==> src/rtl/uart_tx_arbiter_if.sv <==
// Bundle between the byte producers, the arbiter and the shared uart_tx.
//   req / req_data : producer requests and their bytes (into arbiter)
//   ack            : per-producer accept pulse (out of arbiter)
//   tx_data/tx_send: byte and send pulse to uart_tx (out of arbiter)
//   tx_busy        : busy flag from uart_tx (into arbiter)
//   grant_id, active, timeout_err : status (out of arbiter)
// Modports: slave = the arbiter, master = everything around it.
interface uart_tx_arbiter_if #(
   parameter int NUM_REQ = 4,
   parameter int DATA_W  = 8
);
   localparam int ID_W = (NUM_REQ > 1) ? $clog2(NUM_REQ) : 1;

   logic [NUM_REQ-1:0]        req;
   logic [NUM_REQ*DATA_W-1:0] req_data;
   logic [NUM_REQ-1:0]        ack;
   logic [DATA_W-1:0]         tx_data;
   logic                      tx_send;
   logic                      tx_busy;
   logic [ID_W-1:0]           grant_id;
   logic                      active;
   logic                      timeout_err;

   modport slave (
      input  req, req_data, tx_busy,
      output ack, tx_data, tx_send, grant_id, active, timeout_err
   );

   modport master (
      output req, req_data, tx_busy,
      input  ack, tx_data, tx_send, grant_id, active, timeout_err
   );
endinterface

==> src/rtl/uart_tx_arbiter.sv <==
// Round-robin arbiter sharing one uart_tx between NUM_REQ byte producers.
// One byte per grant: the winner's byte is driven on tx_data with a one
// cycle tx_send/ack pulse, then the FSM waits for tx_busy to rise and fall
// before granting again. If tx_busy never rises within BUSY_TIMEOUT cycles
// a one cycle timeout_err pulse is raised and the arbiter returns to idle.
// Ports:
//   clk, rst_n : clock, asynchronous active-low reset
//   bus        : uart_tx_arbiter_if slave (req, req_data, ack, tx_data,
//                tx_send, tx_busy, grant_id, active, timeout_err)
module uart_tx_arbiter #(
   parameter int NUM_REQ      = 4,
   parameter int DATA_W       = 8,
   parameter int BUSY_TIMEOUT = 16
) (
   input  logic               clk,
   input  logic               rst_n,
   uart_tx_arbiter_if.slave   bus
);
   localparam int ID_W  = (NUM_REQ > 1) ? $clog2(NUM_REQ) : 1;
   localparam int CNT_W = $clog2(BUSY_TIMEOUT + 1);

   localparam logic [1:0] IDLE      = 2'd0;
   localparam logic [1:0] WAIT_BUSY = 2'd1;
   localparam logic [1:0] WAIT_DONE = 2'd2;

   logic [1:0]        state;
   logic [ID_W-1:0]   rr_ptr;
   logic [CNT_W-1:0]  cnt;

   logic              win_found;
   logic [ID_W-1:0]   win_id;
   logic [ID_W-1:0]   idx;
   logic [DATA_W-1:0] win_data;
   logic [ID_W-1:0]   next_ptr;

   // First set request bit searching upward from rr_ptr with wrap.
   always_comb begin
      win_found = 1'b0;
      win_id    = '0;
      idx       = '0;
      for (int k = 0; k < NUM_REQ; k++) begin
         idx = ID_W'((int'(rr_ptr) + k) % NUM_REQ);
         if (!win_found && bus.req[idx]) begin
            win_found = 1'b1;
            win_id    = idx;
         end
      end
   end

   assign win_data = bus.req_data[win_id*DATA_W +: DATA_W];
   assign next_ptr = (win_id == ID_W'(NUM_REQ - 1)) ? '0 : win_id + 1'b1;

   always_ff @(posedge clk or negedge rst_n) begin
      if (!rst_n) begin
         state           <= IDLE;
         rr_ptr          <= '0;
         cnt             <= '0;
         bus.ack         <= '0;
         bus.tx_data     <= '0;
         bus.tx_send     <= 1'b0;
         bus.grant_id    <= '0;
         bus.active      <= 1'b0;
         bus.timeout_err <= 1'b0;
      end else begin
         // Pulse outputs default low every cycle.
         bus.tx_send     <= 1'b0;
         bus.ack         <= '0;
         bus.timeout_err <= 1'b0;
         case (state)
            IDLE: begin
               if (win_found && !bus.tx_busy) begin
                  bus.tx_data  <= win_data;
                  bus.tx_send  <= 1'b1;
                  bus.ack      <= {{(NUM_REQ-1){1'b0}}, 1'b1} << win_id;
                  bus.grant_id <= win_id;
                  bus.active   <= 1'b1;
                  rr_ptr       <= next_ptr;
                  cnt          <= '0;
                  state        <= WAIT_BUSY;
               end
            end
            WAIT_BUSY: begin
               if (bus.tx_busy) begin
                  state <= WAIT_DONE;
               end else if (cnt == CNT_W'(BUSY_TIMEOUT - 1)) begin
                  // Transmitter never acknowledged the send; give up on it.
                  bus.timeout_err <= 1'b1;
                  bus.active      <= 1'b0;
                  state           <= IDLE;
               end else begin
                  cnt <= cnt + 1'b1;
               end
            end
            WAIT_DONE: begin
               if (!bus.tx_busy) begin
                  bus.active <= 1'b0;
                  state      <= IDLE;
               end
            end
            default: begin
               bus.active <= 1'b0;
               state      <= IDLE;
            end
         endcase
      end
   end
endmodule
==> src/flat_wrapper.sv <==
// flat-port wrapper written by rule: the top's interface ports become plain ports
module uart_tx_arbiter_flat 
#(
   parameter int NUM_REQ      = 4,
   parameter int DATA_W       = 8,
   parameter int BUSY_TIMEOUT = 16
)
  (clk, rst_n, bus_req, bus_req_data, bus_tx_busy, bus_ack, bus_tx_data, bus_tx_send, bus_grant_id, bus_active, bus_timeout_err);
  uart_tx_arbiter_if #(.NUM_REQ(NUM_REQ), .DATA_W(DATA_W)) bus_i ();
  input  logic clk;
  input  logic rst_n;
  input wire logic [$bits(bus_i.req)-1:0] bus_req;
  input wire logic [$bits(bus_i.req_data)-1:0] bus_req_data;
  input wire logic [$bits(bus_i.tx_busy)-1:0] bus_tx_busy;
  output wire logic [$bits(bus_i.ack)-1:0] bus_ack;
  output wire logic [$bits(bus_i.tx_data)-1:0] bus_tx_data;
  output wire logic [$bits(bus_i.tx_send)-1:0] bus_tx_send;
  output wire logic [$bits(bus_i.grant_id)-1:0] bus_grant_id;
  output wire logic [$bits(bus_i.active)-1:0] bus_active;
  output wire logic [$bits(bus_i.timeout_err)-1:0] bus_timeout_err;
  assign bus_i.req = bus_req;
  assign bus_i.req_data = bus_req_data;
  assign bus_i.tx_busy = bus_tx_busy;
  assign bus_ack = bus_i.ack;
  assign bus_tx_data = bus_i.tx_data;
  assign bus_tx_send = bus_i.tx_send;
  assign bus_grant_id = bus_i.grant_id;
  assign bus_active = bus_i.active;
  assign bus_timeout_err = bus_i.timeout_err;
  uart_tx_arbiter #(.NUM_REQ(NUM_REQ), .DATA_W(DATA_W), .BUSY_TIMEOUT(BUSY_TIMEOUT)) u_core (.clk(clk), .rst_n(rst_n), .bus(bus_i));
endmodule
==> config.mk <==
export PLATFORM = sky130hd
export DESIGN_NAME = uart_tx_arbiter_flat
export DESIGN_NICKNAME = d
export VERILOG_FILES = /design/src/rtl/uart_tx_arbiter_if.sv /design/src/rtl/uart_tx_arbiter.sv /design/src/flat_wrapper.sv
export SDC_FILE = /design/constraint.sdc
export NUM_CORES = 1
export LEC_CHECK = 0
export CORE_MARGIN = 5
export CORE_UTILIZATION = 25
export CTS_CLUSTER_SIZE = 25
export DETAILED_ROUTE_END_ITERATION = 8
export PLACE_DENSITY = 0.58
export SLEW_MARGIN = 25
export SYNTH_ARGS = -nofsm -noshare
export SYNTH_HDL_FRONTEND = slang
export SYNTH_SLANG_ARGS = --single-unit
==> constraint.sdc <==
create_clock -name clk -period 2.39 [get_ports clk]
set_input_delay 0.239 -clock clk [delete_from_list [all_inputs] [get_ports clk]]
set_output_delay 0.239 -clock clk [all_outputs]
set_load 0.1 [all_outputs]
Word-level counts from Yosys, hierarchy flattened

Cells that the tools add are included.

Eq/ne operators: 10
Reductions and logical operators: 14
Add/sub/neg operators: 5
Magnitude comparators: 4
Shift-type cells: 2
Mux-type cells: 38

Operator list:

| kind                                                                          | number |
|---|---|
| 32-bit by 6-bit indexed part select with 8-bit output                         | 1 |
| 2-bit 2-to-1 mux                                                              | 9 |
| 1-bit 2-to-1 mux                                                              | 17 |
| 5-bit 2-to-1 mux                                                              | 3 |
| 2-bit by 3-bit less-than comparator with 1-bit output (second input constant) | 4 |
| 5-bit case mux with 2 select lines                                            | 1 |
| 1-bit binary-select mux with 2-bit select                                     | 4 |
| 4-bit 2-to-1 mux                                                              | 2 |
| 4-bit AND reduction                                                           | 2 |
| 2-bit inequality test (second input constant)                                 | 3 |
| 2-bit case mux with 3 select lines                                            | 1 |
| 5-bit by 1-bit adder with 5-bit output (second input constant)                | 1 |
| 5-bit by 4-bit equality test with 1-bit output (second input constant)        | 1 |
| 2-bit by 1-bit adder with 2-bit output (second input constant)                | 2 |
| 2-bit adder (second input constant)                                           | 2 |
| 2-bit equality test (second input constant)                                   | 2 |
| 1-bit logical AND                                                             | 4 |
| 1-bit zero test                                                               | 4 |
| 2-bit by 1-bit inequality test with 1-bit output (second input constant)      | 2 |
| 1-bit by 2-bit << shifter with 4-bit output (first input constant)            | 1 |
| 3-bit by 2-bit inequality test with 1-bit output (second input constant)      | 1 |
| 1-bit case mux with 3 select lines                                            | 1 |
| 3-bit AND reduction                                                           | 1 |
| 2-bit by 1-bit equality test with 1-bit output (second input constant)        | 1 |
| other kinds (3)                                                               | 3 |

Bits of input ports: 39
Output and inout port bits: 17
Word-level logic and storage cells: 82
Register bits after elaboration: 26

Logic depth before layout (Yosys ltp)

Gate-level depths: netlist of run 1.

Depth in word-level cells: 15
Gate-level depth with buffers: 8
Gate-level depth less buffers: 8

Least setup slack after synthesis of run 1

No wires, ideal clock.

Path type: reg2reg
From: register u_core.rr_ptr[1]
To: register u_core.bus.tx_data[5]
Setup time: 0.147 ns
Required time: 2.243 ns
Period minus slack after synthesis: 1.812 ns
Path buffers: 2
Stages on the path, launching flop included: 8
Arrival: 1.666 ns
Setup slack: 0.578 ns
Cells stage by stage: dfrtp_1 -> mux2i_1 -> o22ai_2 -> or2_1 -> buf_6 -> buf_12 -> a2111oi_4 -> a311oi_2

Cells in the longest elaborated chain, start to end: 14
Elaborated cells on any way between the ends: 28
Classes of those cells: add/sub (3); shift (1); mux (16); reduce/logical (8)

Ends and longest elaborated chain:

| element                                                                         | RTL line                 | source |
|---|---|---|
| start, declared                                                                 | uart_tx_arbiter.sv:27    | `logic [ID_W-1:0] rr_ptr;` |
| start signal, assigned                                                          | uart_tx_arbiter.sv:77    | `rr_ptr <= next_ptr;` |
| branches (longest 14 deep; another with 2-bit by 1-bit adder with 2-bit output) | --                       |  |
| end signal, assigned                                                            | uart_tx_arbiter.sv:72    | `bus.tx_data <= win_data;` |
| end, declared                                                                   | uart_tx_arbiter_if.sv:26 | `output ack, tx_data, tx_send, grant_id, active, timeout_err` |

Parallel ways; which one is timed is not known. The select of a mux whose other input is x is not followed.
A chain may end at the register's enable or synchronous reset.

Worst setup path after layout of run 1

From: register u_core.rr_ptr[1]
To: register u_core.bus.tx_data[0]

Same word-level chain as after synthesis.

==> results of run 1 <==
## cell usage after synthesis, types with 3 or more instances
cell and n:
a21oi_1 4, nor2_1 10, nand2b_1 3, inv_1 5, nor2b_1 5, a311oi_1 6, ha_1 3, dfrtp_1 26
buf_2 3, nor3b_1 8, nand2_1 31, nor3_1 3, a2111oi_0 6, o21ai_0 5
## cell usage in the layout (no fill, tap or decap)
master / instances
or2_1: 1
o22ai_1: 2
nor4_1: 1
ha_1: 3
dfrtp_1: 26
nor3b_1: 8
a311oi_1: 6
a311oi_2: 2
a2111oi_0: 6
o21a_1: 1
a21oi_1: 4
or4_1: 1
o31ai_1: 1
nor3_1: 3
a21boi_0: 1
and2_1: 2
xor2_1: 1
clkbuf_8: 3
inv_1: 5
nor2b_1: 5
a21oi_2: 1
or3_1: 1
a2111oi_4: 2
clkdlybuf4s50_1: 38
nor2_1: 10
mux2i_1: 1
inv_2: 2
o22ai_2: 1
nand4_1: 1
nand3_1: 2
and3_1: 2
buf_4: 27
o21ai_0: 5
nand2b_1: 3
nand2_1: 31
## routing by layer
metal	share of wire	track usage	up-vias	wire length (um)
met5	0	0	-	0
met4	0.0037	0.03453	0	15
met3	0.074	0.02690	2	298
met2	0.46	0.1829	47	1856
met1	0.46	0.1492	575	1869
li1	-	-	651	-
## sequential cells by signal, summed over array words and instances, names as in the netlist
signal	cells
u_core.bus.tx_data	8
u_core.bus.ack	4
u_core.rr_ptr	2
u_core.state	2
u_core.bus.active	1
u_core.bus.grant_id	2
u_core.bus.timeout_err	1
u_core.cnt	5
u_core.bus.tx_send	1
## power groups by stage
stage	clock network, W	logic, W	registers (W)
2_1_floorplan	0	0.000531	0.00145
3_3_place_gp	0	0.00169	0.000725
3_5_place_dp	0	0.00170	0.000723
4_1_cts	0.000256	0.00170	0.000716
5_1_grt	0.000266	0.00179	0.000735
6_report	0.000244	0.00169	0.000716
## how the worst max path moves through the flow
stage	from	endpoint	slack (ps)	cells after the start
2_1_floorplan	u_core.rr_ptr[1]$_DFFE_PN0P_	u_core.bus.tx_data[5]$_DFFE_PN0P_	580	7
3_3_place_gp	bus_req[3]	u_core.bus.tx_data[0]$_DFFE_PN0P_	160	6
3_5_place_dp	bus_req[1]	u_core.bus.tx_data[0]$_DFFE_PN0P_	90	6
4_1_cts	u_core.rr_ptr[1]$_DFFE_PN0P_	u_core.bus.tx_data[0]$_DFFE_PN0P_	340	6
5_1_grt	u_core.rr_ptr[1]$_DFFE_PN0P_	u_core.bus.tx_data[0]$_DFFE_PN0P_	220	6
6_report	u_core.rr_ptr[1]$_DFFE_PN0P_	u_core.bus.tx_data[0]$_DFFE_PN0P_	400	6
## through the flow
step                      std cells  area, um^2  power [W]  setup WS [ps]
final                           281        2086   0.002645          400.7
after global routing            281        2086   0.002794          223.3
after CTS                       281        2086   0.002673          343.9
after detailed placement        278        2044   0.002423          90.77
after global placement          278        2044   0.002414          159.4
after floorplan                 148        1425   0.001984          577.5
## area by class of cell
class	count	area (um^2)
Multi-Input combinational cell	108	694.4
Sequential cell	26	650.6
Tap cell	72	90.09
Clock buffer	3	41.29
Timing Repair Buffer	65	583.1
Fill cell	578	3455
Inverter	7	26.28
## cells by family after synthesis
group | count (synthesis) | share of synthesized area
compound gates | 32 | 0.2046
flops | 26 | 0.4565
simple gates | 71 | 0.2432
buf+inv | 14 | 0.05618
xor+xnor | 1 | 0.006147
fa+ha+maj | 3 | 0.02634
mux | 1 | 0.007024
## worst max-delay path, stage by stage, from the launching register on
cell and delay [ps]:
dfrtp_1 480, mux2i_1 240, o22ai_2 100, or2_1 250, buf_4 190, a2111oi_0 520, a311oi_1 80
==> metrics.txt, run 1 <==
Total GRT Usage=0.1130; Die Width=between 80 and 90 um; clk_lat worst skew=270 ps; FP Rows=27; Comb power frac=0.637; RR Startpoint=u_core.rr_ptr[1]$_DFFE_PN0P_; Synth Instances=between 100 and 150; Fin Clk Skew=1.533 ps; Final Net Count=roughly 250; DRC Markers=0; area leader, netlist=dfrtp_1; warnings from Yosys=0; worst r2r dst=u_core.bus.tx_data[0]$_DFFE_PN0P_; min cycle time layout=1989 ps; Hold Slack=342.1 ps; final core utilization=0.3765; DP HPWL=3132 um; Ant. Diodes=0; Starting DRT DRC Count=81; Reg power frac=0.271; Clk pin slew, worst setup/hold paths=80 ps; Synth Register Bits=26; CP Launch Type=register; die height=85.50 um; Final Hold Fails=0; core box area=0.005540 mm^2; CTS resizes=0; Worst EP arrival=2120 ps; syn_area_per_cell=9.629 um^2; Routed WL=4040 um; max-cap viol count=0; largest net degree at the start of global routing=27; clk sinks=26; Net Sw Frac=0.5623; vias in the first global route=1332; Final Setup Violations=0; ranking of synthesized cells by area=dfrtp_1 46%, nand2_1 8.2%, nor3b_1 4.2%; crit end category=register; VDD IR max=0.5916 mV; CTS tree=yes; first-pass GRT wire length=6555 um; cell area power density=1268 mW/mm^2; worst path required time=between 2000 and 3000 ps; Fmax=0.5027 GHz; initial antenna violation count=0; number of buffers created by CTS=3; die area=0.007310 mm^2; Synth top area share=0.4565; commonest register cell after synthesis=dfrtp_1; grt ovf=0; routability cong.=0.7168; Layout area overhead=46.36%; vias per cell=4.537; Async SR Flop Fraction=1.000; CP Class=reg -> reg; post-CTS setup buffer count=0; Initial Utilization=0.2572; Root Buffer=clkbuf_8; vias post-DR=1275; TritonRoute pass-1 iters=4; P_leak=0.8901 nW; clock power share=0.092; ratio of cells with drive above 1 in the final layout=0.1818; Synth Net Count=190; register-to-register setup slack=400 ps; Post-Route Setup TNS=0 ps; H-tree depth=1; Max Buffers Root-to-Sink=2; unrepaired setup endpoints after global routing=false; Max-Slew Margin vs Limit=0.6617; worst-path maximum fanout=10; Synth cell types=37; sequential share of the synthesized area=0.4565; Least-Margin Pin Slew=494.6 ps; outcome=finished, final reports clean; hold buffer count at cts=0; Mapped Area=0.001425 mm^2; Worst R2R Path Depth=6; Internal=0.001158 W; Final ANT Viol Nets=0; Hold Crit Class=in -> async; post-DR wirelength/cell=14.38 um; Post-synth EDFFs=0; Port Buffer Count=55; Psw=0.001488 W; max-slew violations=0; I/O pin cnt=56; final period utilization=0.8323
Note: power is estimated with default switching activity, not from simulation.
==> run 2, diff against run 1 <==
==> constraint.sdc (replaced) <==
create_clock -name clk -period 1.95 [get_ports clk]
set_input_delay 0.195 -clock clk [delete_from_list [all_inputs] [get_ports clk]]
set_output_delay 0.195 -clock clk [all_outputs]
set_load 0.1 [all_outputs]
==> run 2 against run 1 <==
Count of clock-buffer cells in the layout stayed put. Critical path type unchanged. Critical path depth stayed put. Cell area up 7.3%. First-iteration DRC count is 26% lower. Sequential share of layout area shrank 2.1 points. Sequential power grew 23%. Worst setup slack worse by 330 ps.
==> metrics.txt, run 2 (synthesized netlist as in run 1, its figures left out) <==
Routed WL=4161 um (+3.0%); multi-input logic area=713.2 um^2 (+2.7%); first-pass GRT wire length=6762 um (+3.2%); Ant. Diodes=0 (unchanged); Worst path slowest cell=a2111oi_1; fillers=576 (-0.35%); outcome=finished, final reports clean; Starting DRT DRC Count=60 (-26%); grt ovf=0 (unchanged); register-to-register setup slack=70 ps (-330 ps); Fmax=0.5321 GHz (+5.9%); busiest grt layer=met2; TritonRoute pass-1 iters=4 (unchanged); Die Width=85.50 um (unchanged); clock power share=0.126 (+0.034); Hold Slack=291.9 ps (-50.23 ps); FP Rows=27 (unchanged); min cycle time layout=1879 ps (-110.1 ps); Worst R2R Path Depth=6 (unchanged); largest net degree at the start of global routing=27 (unchanged); M2 GR Usage=0.1928 (+0.009887); CP Class=reg -> reg; Port Buffer Count=55 (unchanged); Layout area overhead=57.07%; vias post-DR=1348 (+5.7%); worst-path maximum fanout=6 (-4); Least-Margin Pin Slew=449.1 ps (-45.54 ps); max-cap viol count=0 (unchanged); Largest regs=u_core.bus.tx_data (8), u_core.cnt (5), u_core.bus.ack (4); die area=0.007310 mm^2 (unchanged); post-CTS setup buffer count=0 (unchanged); Clk pin slew, worst setup/hold paths=90 ps (about the same); met1 usage=0.1554 (+0.006263); number of buffers created by CTS=3 (unchanged); routability cong.=0.8164 (+14%); Comb power frac=0.625 (-0.012); H-tree depth=1 (unchanged); crit end category=register; Worst EP arrival=2020 ps (-100 ps); Seq. cell area=651.9 um^2 (+0.19%); core box area=0.005540 mm^2 (unchanged); clk sinks=26 (unchanged); final core utilization=0.4040 (+0.02755); DRC Markers=0 (unchanged); Final Net Count=265 (+4.7%); hold buffer count at cts=0 (unchanged); CP Launch Type=register; DP HPWL=3370 um (+7.6%); Psw=0.001860 W (+25%); VDD IR max=0.8011 mV (+35%); unrepaired setup endpoints after global routing=false; vias per cell=4.585 (+1.1%); worst path required time=2090 ps (-430 ps); CP peak stage delay=480 ps (-40 ps); CP top delay family=compound AO/OA/AOI/OAI gates; die height=85.50 um (unchanged); Max-Slew Margin vs Limit=0.6999 (+0.03813); GR Util met3=0.02786 (+0.0009606); Reg power frac=0.249 (-0.022); Net Sw Frac=0.5273 (-0.03502); Top reg by flops=u_core.bus.tx_data; max reg flops=8 (unchanged); P_leak=0.9646 nW (+8.4%); worst path cell trace=mux2i_1 -> o22ai_2 -> or2_1 -> buf_4 -> a2111oi_1 -> a311oi_1; Initial Utilization=0.2572 (unchanged); Final ANT Viol Nets=0 (unchanged); Final Setup Violations=0 (unchanged); Fin Clk Skew=4.861 ps (+3.328 ps); Total GRT Usage=0.1157 (+0.002697); Final Hold Fails=0 (unchanged); CP Depth=6 (unchanged); clk_lat worst skew=270 ps (about the same); most frequent cells in the layout=38 x clkdlybuf4s50_1, 38 x buf_4, 31 x nand2_1, 25 x dfrtp_1, 10 x nor2_1; ratio of cells with drive above 1 in the final layout=0.2387 (+0.05692); final period utilization=0.9637 (+0.1313); Max Buffers Root-to-Sink=2 (unchanged); crit path buf inv count=1 (unchanged); Internal=0.001668 W (+44%); max-slew violations=0 (unchanged); post-DR wirelength/cell=14.15 um (-1.6%); Hold Crit Class=in -> async; initial antenna violation count=0 (unchanged); Root Buffer=clkbuf_8; cell area power density=1576 mW/mm^2 (+24%); I/O pin cnt=56 (unchanged); vias in the first global route=1391 (+4.4%); CTS tree=yes
-- run 2: worst reg2reg max path: cells and delay by family (launching register included) --
family,cells,cell delay [ps]
flip-flops,1,430
AO/OA/AOI/OAI,3,660
buffers and inverters,1,160
multiplexers,1,230
AND/OR/NAND/NOR,1,270
-- run 2: through the flow --
stage / std cells / setup slack [ps] / setup TNS [ps] / power [W] / area (um^2)
floorplan: 148 / 137.5 / 0 / 0.002432 / 1425
global placement: 290 / -175.7 / -871.8 / 0.003064 / 2147
detailed placement: 290 / -217.5 / -1084 / 0.003088 / 2147
CTS: 294 / 48.96 / 0 / 0.003540 / 2220
global route: 294 / 3.730 / 0 / 0.003723 / 2238
finish: 294 / 70.82 / 0 / 0.003528 / 2238
-- run 2: timing repair --
item	4_1_cts	5_1_grt
hold endpoints to repair	0	0
pin swaps	0	1
gates resized for setup	1	8
endpoints found under the setup margin	1	10
-- run 2: final timing paths --
| check | start | end |
|---|---|---|
| setup / recovery | u_core.rr_ptr[1]$_DFFE_PN0P_ | u_core.bus.tx_data[0]$_DFFE_PN0P_ |
| hold / removal | rst_n | u_core.rr_ptr[0]$_DFFE_PN0P_ |
| setup reg to reg | u_core.rr_ptr[1]$_DFFE_PN0P_ | u_core.bus.tx_data[0]$_DFFE_PN0P_ |
| hold reg to reg | u_core.bus.grant_id[0]$_DFFE_PN0P_ | u_core.bus.grant_id[0]$_DFFE_PN0P_ |
| max in group asynchronous | rst_n | u_core.rr_ptr[1]$_DFFE_PN0P_ |
| min in group clk | u_core.bus.grant_id[0]$_DFFE_PN0P_ | u_core.bus.grant_id[0]$_DFFE_PN0P_ |
-- run 2: power groups by stage --
stage          clock (W)  sequential (W)  combinational (W)
6_report        0.000444        0.000879            0.00220
2_1_floorplan          0         0.00178           0.000651
5_1_grt         0.000474        0.000908            0.00234
3_3_place_gp           0        0.000883            0.00218
4_1_cts         0.000457        0.000878            0.00220
3_5_place_dp           0        0.000889            0.00220
-- run 2: layout make-up --
| class | instances | share of cell area |
|---|---|---|
| Clock buffer | 3 | 0.01845 |
| Clock inverter | 1 | 0.01342 |
| Inverter | 7 | 0.01174 |
| Multi-Input combinational cell | 108 | 0.3186 |
| Sequential cell | 26 | 0.2912 |
| Tap cell | 72 | 0.04025 |
| Timing Repair Buffer | 77 | 0.3063 |
-- run 2: layer usage --
| metal | share of wire | wire [um] |
|---|---|---|
| met2 | 0.47 | 1949 |
| met4 | 0.0036 | 15 |
| met3 | 0.063 | 263 |
| met5 | 0 | 0 |
| met1 | 0.46 | 1932 |
==> run 3, diff against run 2 <==
--- a/config.mk
+++ b/config.mk
@@ -5,7 +5,7 @@
 export SDC_FILE = /design/constraint.sdc
 export NUM_CORES = 1
 export LEC_CHECK = 0
-export CORE_MARGIN = 5
+export CORE_MARGIN = 2
 export CORE_UTILIZATION = 25
 export CTS_CLUSTER_SIZE = 25
 export DETAILED_ROUTE_END_ITERATION = 8
==> run 3 against run 2 <==
Cell area is 0.62% lower. Worst hold slack gained 18 ps. First-iteration DRC count increased by 23%. Non-clock buffer count is 1 lower. Wire length fell by 5.1%. Fmax rose by 2.7%. Die area down 14%. Combinational power about the same. Sequential power is 0.9% lower. Register-to-register slack improved by 50 ps. Power decreased by 3.1%.
==> metrics.txt, run 3 (synthesized netlist as in run 1, its figures left out) <==
outcome=finished, final reports clean; most used cell, CP=nand2_1; max-cap viol count=0 (unchanged); fillers=573 (-0.52%); Fmax=0.5464 GHz (+2.7%); Clk pin slew, worst setup/hold paths=90 ps (about the same); DRC Markers=0 (unchanged); P_leak=0.9566 nW (-0.83%); worst path required time=2110 ps (+20 ps); ratio of cells with drive above 1 in the final layout=0.2489 (+0.01013); RR Startpoint=u_core.rr_ptr[1]$_DFFE_PN0P_; Psw=0.001846 W (-0.76%); Top reg by flops=u_core.bus.tx_data; core box area=0.005507 mm^2 (-0.61%); DP Area=0.002140 mm^2 (-0.35%); clk sinks=26 (unchanged); unrepaired setup endpoints after global routing=false; max reg flops=8 (unchanged); Die Width=79.50 um (-7.0%); crit end category=register; Post-Route Setup TNS=0 ps (unchanged); Hold Slack=310.3 ps (+18.42 ps); Final Setup Violations=0 (unchanged); Net Sw Frac=0.5402 (+0.01290); Hold Crit Class=in -> async; vias per cell=4.683 (+2.1%); min cycle time layout=1830 ps (-49.16 ps); worst-path maximum fanout=9 (+3); CP Launch Type=register; first-pass GRT wire length=6527 um (-3.5%); Seq. cell area=651.9 um^2 (unchanged); die height=79.50 um (-7.0%); Port Buffer Count=55 (unchanged); clk_lat worst skew=260 ps (about the same); Internal=0.001571 W (-5.8%); Max Buffers Root-to-Sink=2 (unchanged); Total GRT Usage=0.1326 (+0.01688); Comb power frac=0.644 (+0.019); Ant. Diodes=0 (unchanged); post-CTS setup buffer count=0 (unchanged); vias post-DR=1372 (+1.8%); cell area power density=1536 mW/mm^2 (-2.5%); Least-Margin Pin Slew=423.0 ps (-26.11 ps); VDD IR max=0.6894 mV (-14%); number of buffers created by CTS=3 (unchanged); CTS tree=yes; largest net degree at the start of global routing=27 (unchanged); Layout area overhead=56.10%; Final Hold Fails=0 (unchanged); max-slew violations=0 (unchanged); most frequent cells in the layout=38 x clkdlybuf4s50_1, 37 x buf_4, 31 x nand2_1, 25 x dfrtp_1, 10 x nor2_1; H-tree depth=1 (unchanged); Final ANT Viol Nets=0 (unchanged); multi-input logic area=723.2 um^2 (+1.4%); DP HPWL=3113 um (-7.6%); Worst EP arrival=1990 ps (-30 ps); most common cell after layout, fill and taps aside=clkdlybuf4s50_1; Worst path slowest cell=dfrtp_2; Root Buffer=clkbuf_8; die area=0.006320 mm^2 (-14%); fin cells=293 (-0.34%); Fin Clk Skew=1.441 ps (-3.420 ps); grt ovf=0 (unchanged); Routed WL=3948 um (-5.1%); Starting DRT DRC Count=74 (+23%); FP Rows=27 (unchanged); initial antenna violation count=0 (unchanged); Crit. Startpoint=u_core.rr_ptr[1]$_DFFE_PN0P_; Reg power frac=0.255 (+0.006); TritonRoute pass-1 iters=4 (unchanged); final non-filler cell area=0.002225 mm^2 (-0.62%); final period utilization=0.9385 (-0.02521); routability cong.=0.8047 (-1.4%); Final Net Count=264 (-0.38%); I/O pin cnt=56 (unchanged); Max-Slew Margin vs Limit=0.7173 (+0.01745); DP Cell Count=289 (-0.34%); Largest regs=u_core.bus.tx_data (8), u_core.cnt (5), u_core.bus.ack (4); clock power share=0.101 (-0.025); worst path cell trace=mux2i_1 -> o22ai_2 -> or2_4 -> buf_4 -> inv_2 -> ha_1 -> nand2_1 -> nand2_1; post-DR wirelength/cell=13.47 um (-4.8%); vias in the first global route=1269 (-8.8%); Initial Utilization=0.2588 (+0.001578); CP peak stage delay=420 ps (-60 ps); CP Class=reg -> reg
## run 3: path summary, 6_finish.rpt
kind | cells past startpoint | slack (ps) | to
min | 2 | 310 | u_core.rr_ptr[0]$_DFFE_PN0P_
max reg2reg | 8 | 120 | u_core.rr_ptr[1]$_DFFE_PN0P_
max in group asynchronous | 2 | 1370 | u_core.rr_ptr[1]$_DFFE_PN0P_
min in group clk | 2 | 490 | u_core.bus.active$_DFFE_PN0P_
max | 8 | 120 | u_core.rr_ptr[1]$_DFFE_PN0P_
min reg2reg | 2 | 490 | u_core.bus.active$_DFFE_PN0P_
## run 3: critical path, delay by kind of cell, from the launching register on
| family | cells | cell delay, ps |
|---|---|---|
| mux | 1 | 240 |
| fa+ha+maj | 1 | 260 |
| compound gates | 1 | 100 |
| flops | 1 | 420 |
| buf+inv | 2 | 330 |
| simple gates | 3 | 380 |
## run 3: through the flow
| stage | setup slack (ps) | power (W) | util |
|---|---|---|---|
| 6_report | 120.0 | 0.003417 | 0.4040 |
| 3_5_place_dp | -214.8 | 0.003063 | 0.3885 |
| 3_3_place_gp | -231.9 | 0.003049 | 0.3885 |
| 4_1_cts | 21.12 | 0.003413 | 0.3985 |
| 2_1_floorplan | 137.5 | 0.002432 | - |
| 5_1_grt | 7.233 | 0.003651 | 0.4040 |
## run 3: area by class of cell
type	count	area share
Sequential cell	26	0.2930
Multi-Input combinational cell	108	0.3251
Clock buffer	4	0.02475
Tap cell	72	0.04050
Timing Repair Buffer	76	0.3048
Inverter	7	0.01181
## run 3: power by group through the flow
stage          logic, W  registers (W)  clock network (W)
2_1_floorplan  0.000651        0.00178                  0
3_5_place_dp    0.00218       0.000883                  0
4_1_cts         0.00218       0.000873           0.000358
5_1_grt         0.00236       0.000904           0.000391
3_3_place_gp    0.00217       0.000880                  0
6_report        0.00220       0.000871           0.000343
## run 3: repair_timing
item	in CTS	in global routing
setup endpoints to repair	0	13
hold buffers	0	0
gates resized for setup	0	10
## run 3: metal layers
metal / wire (um) / up-vias / track usage / part of all wire
met4: 15 / 0 / 0.03103 / 0.0038
li1: - / 680 / - / -
met1: 1801 / 639 / 0.1892 / 0.46
met2: 1814 / 51 / 0.2034 / 0.46
met3: 316 / 2 / 0.02941 / 0.080
met5: 0 / - / 0 / 0
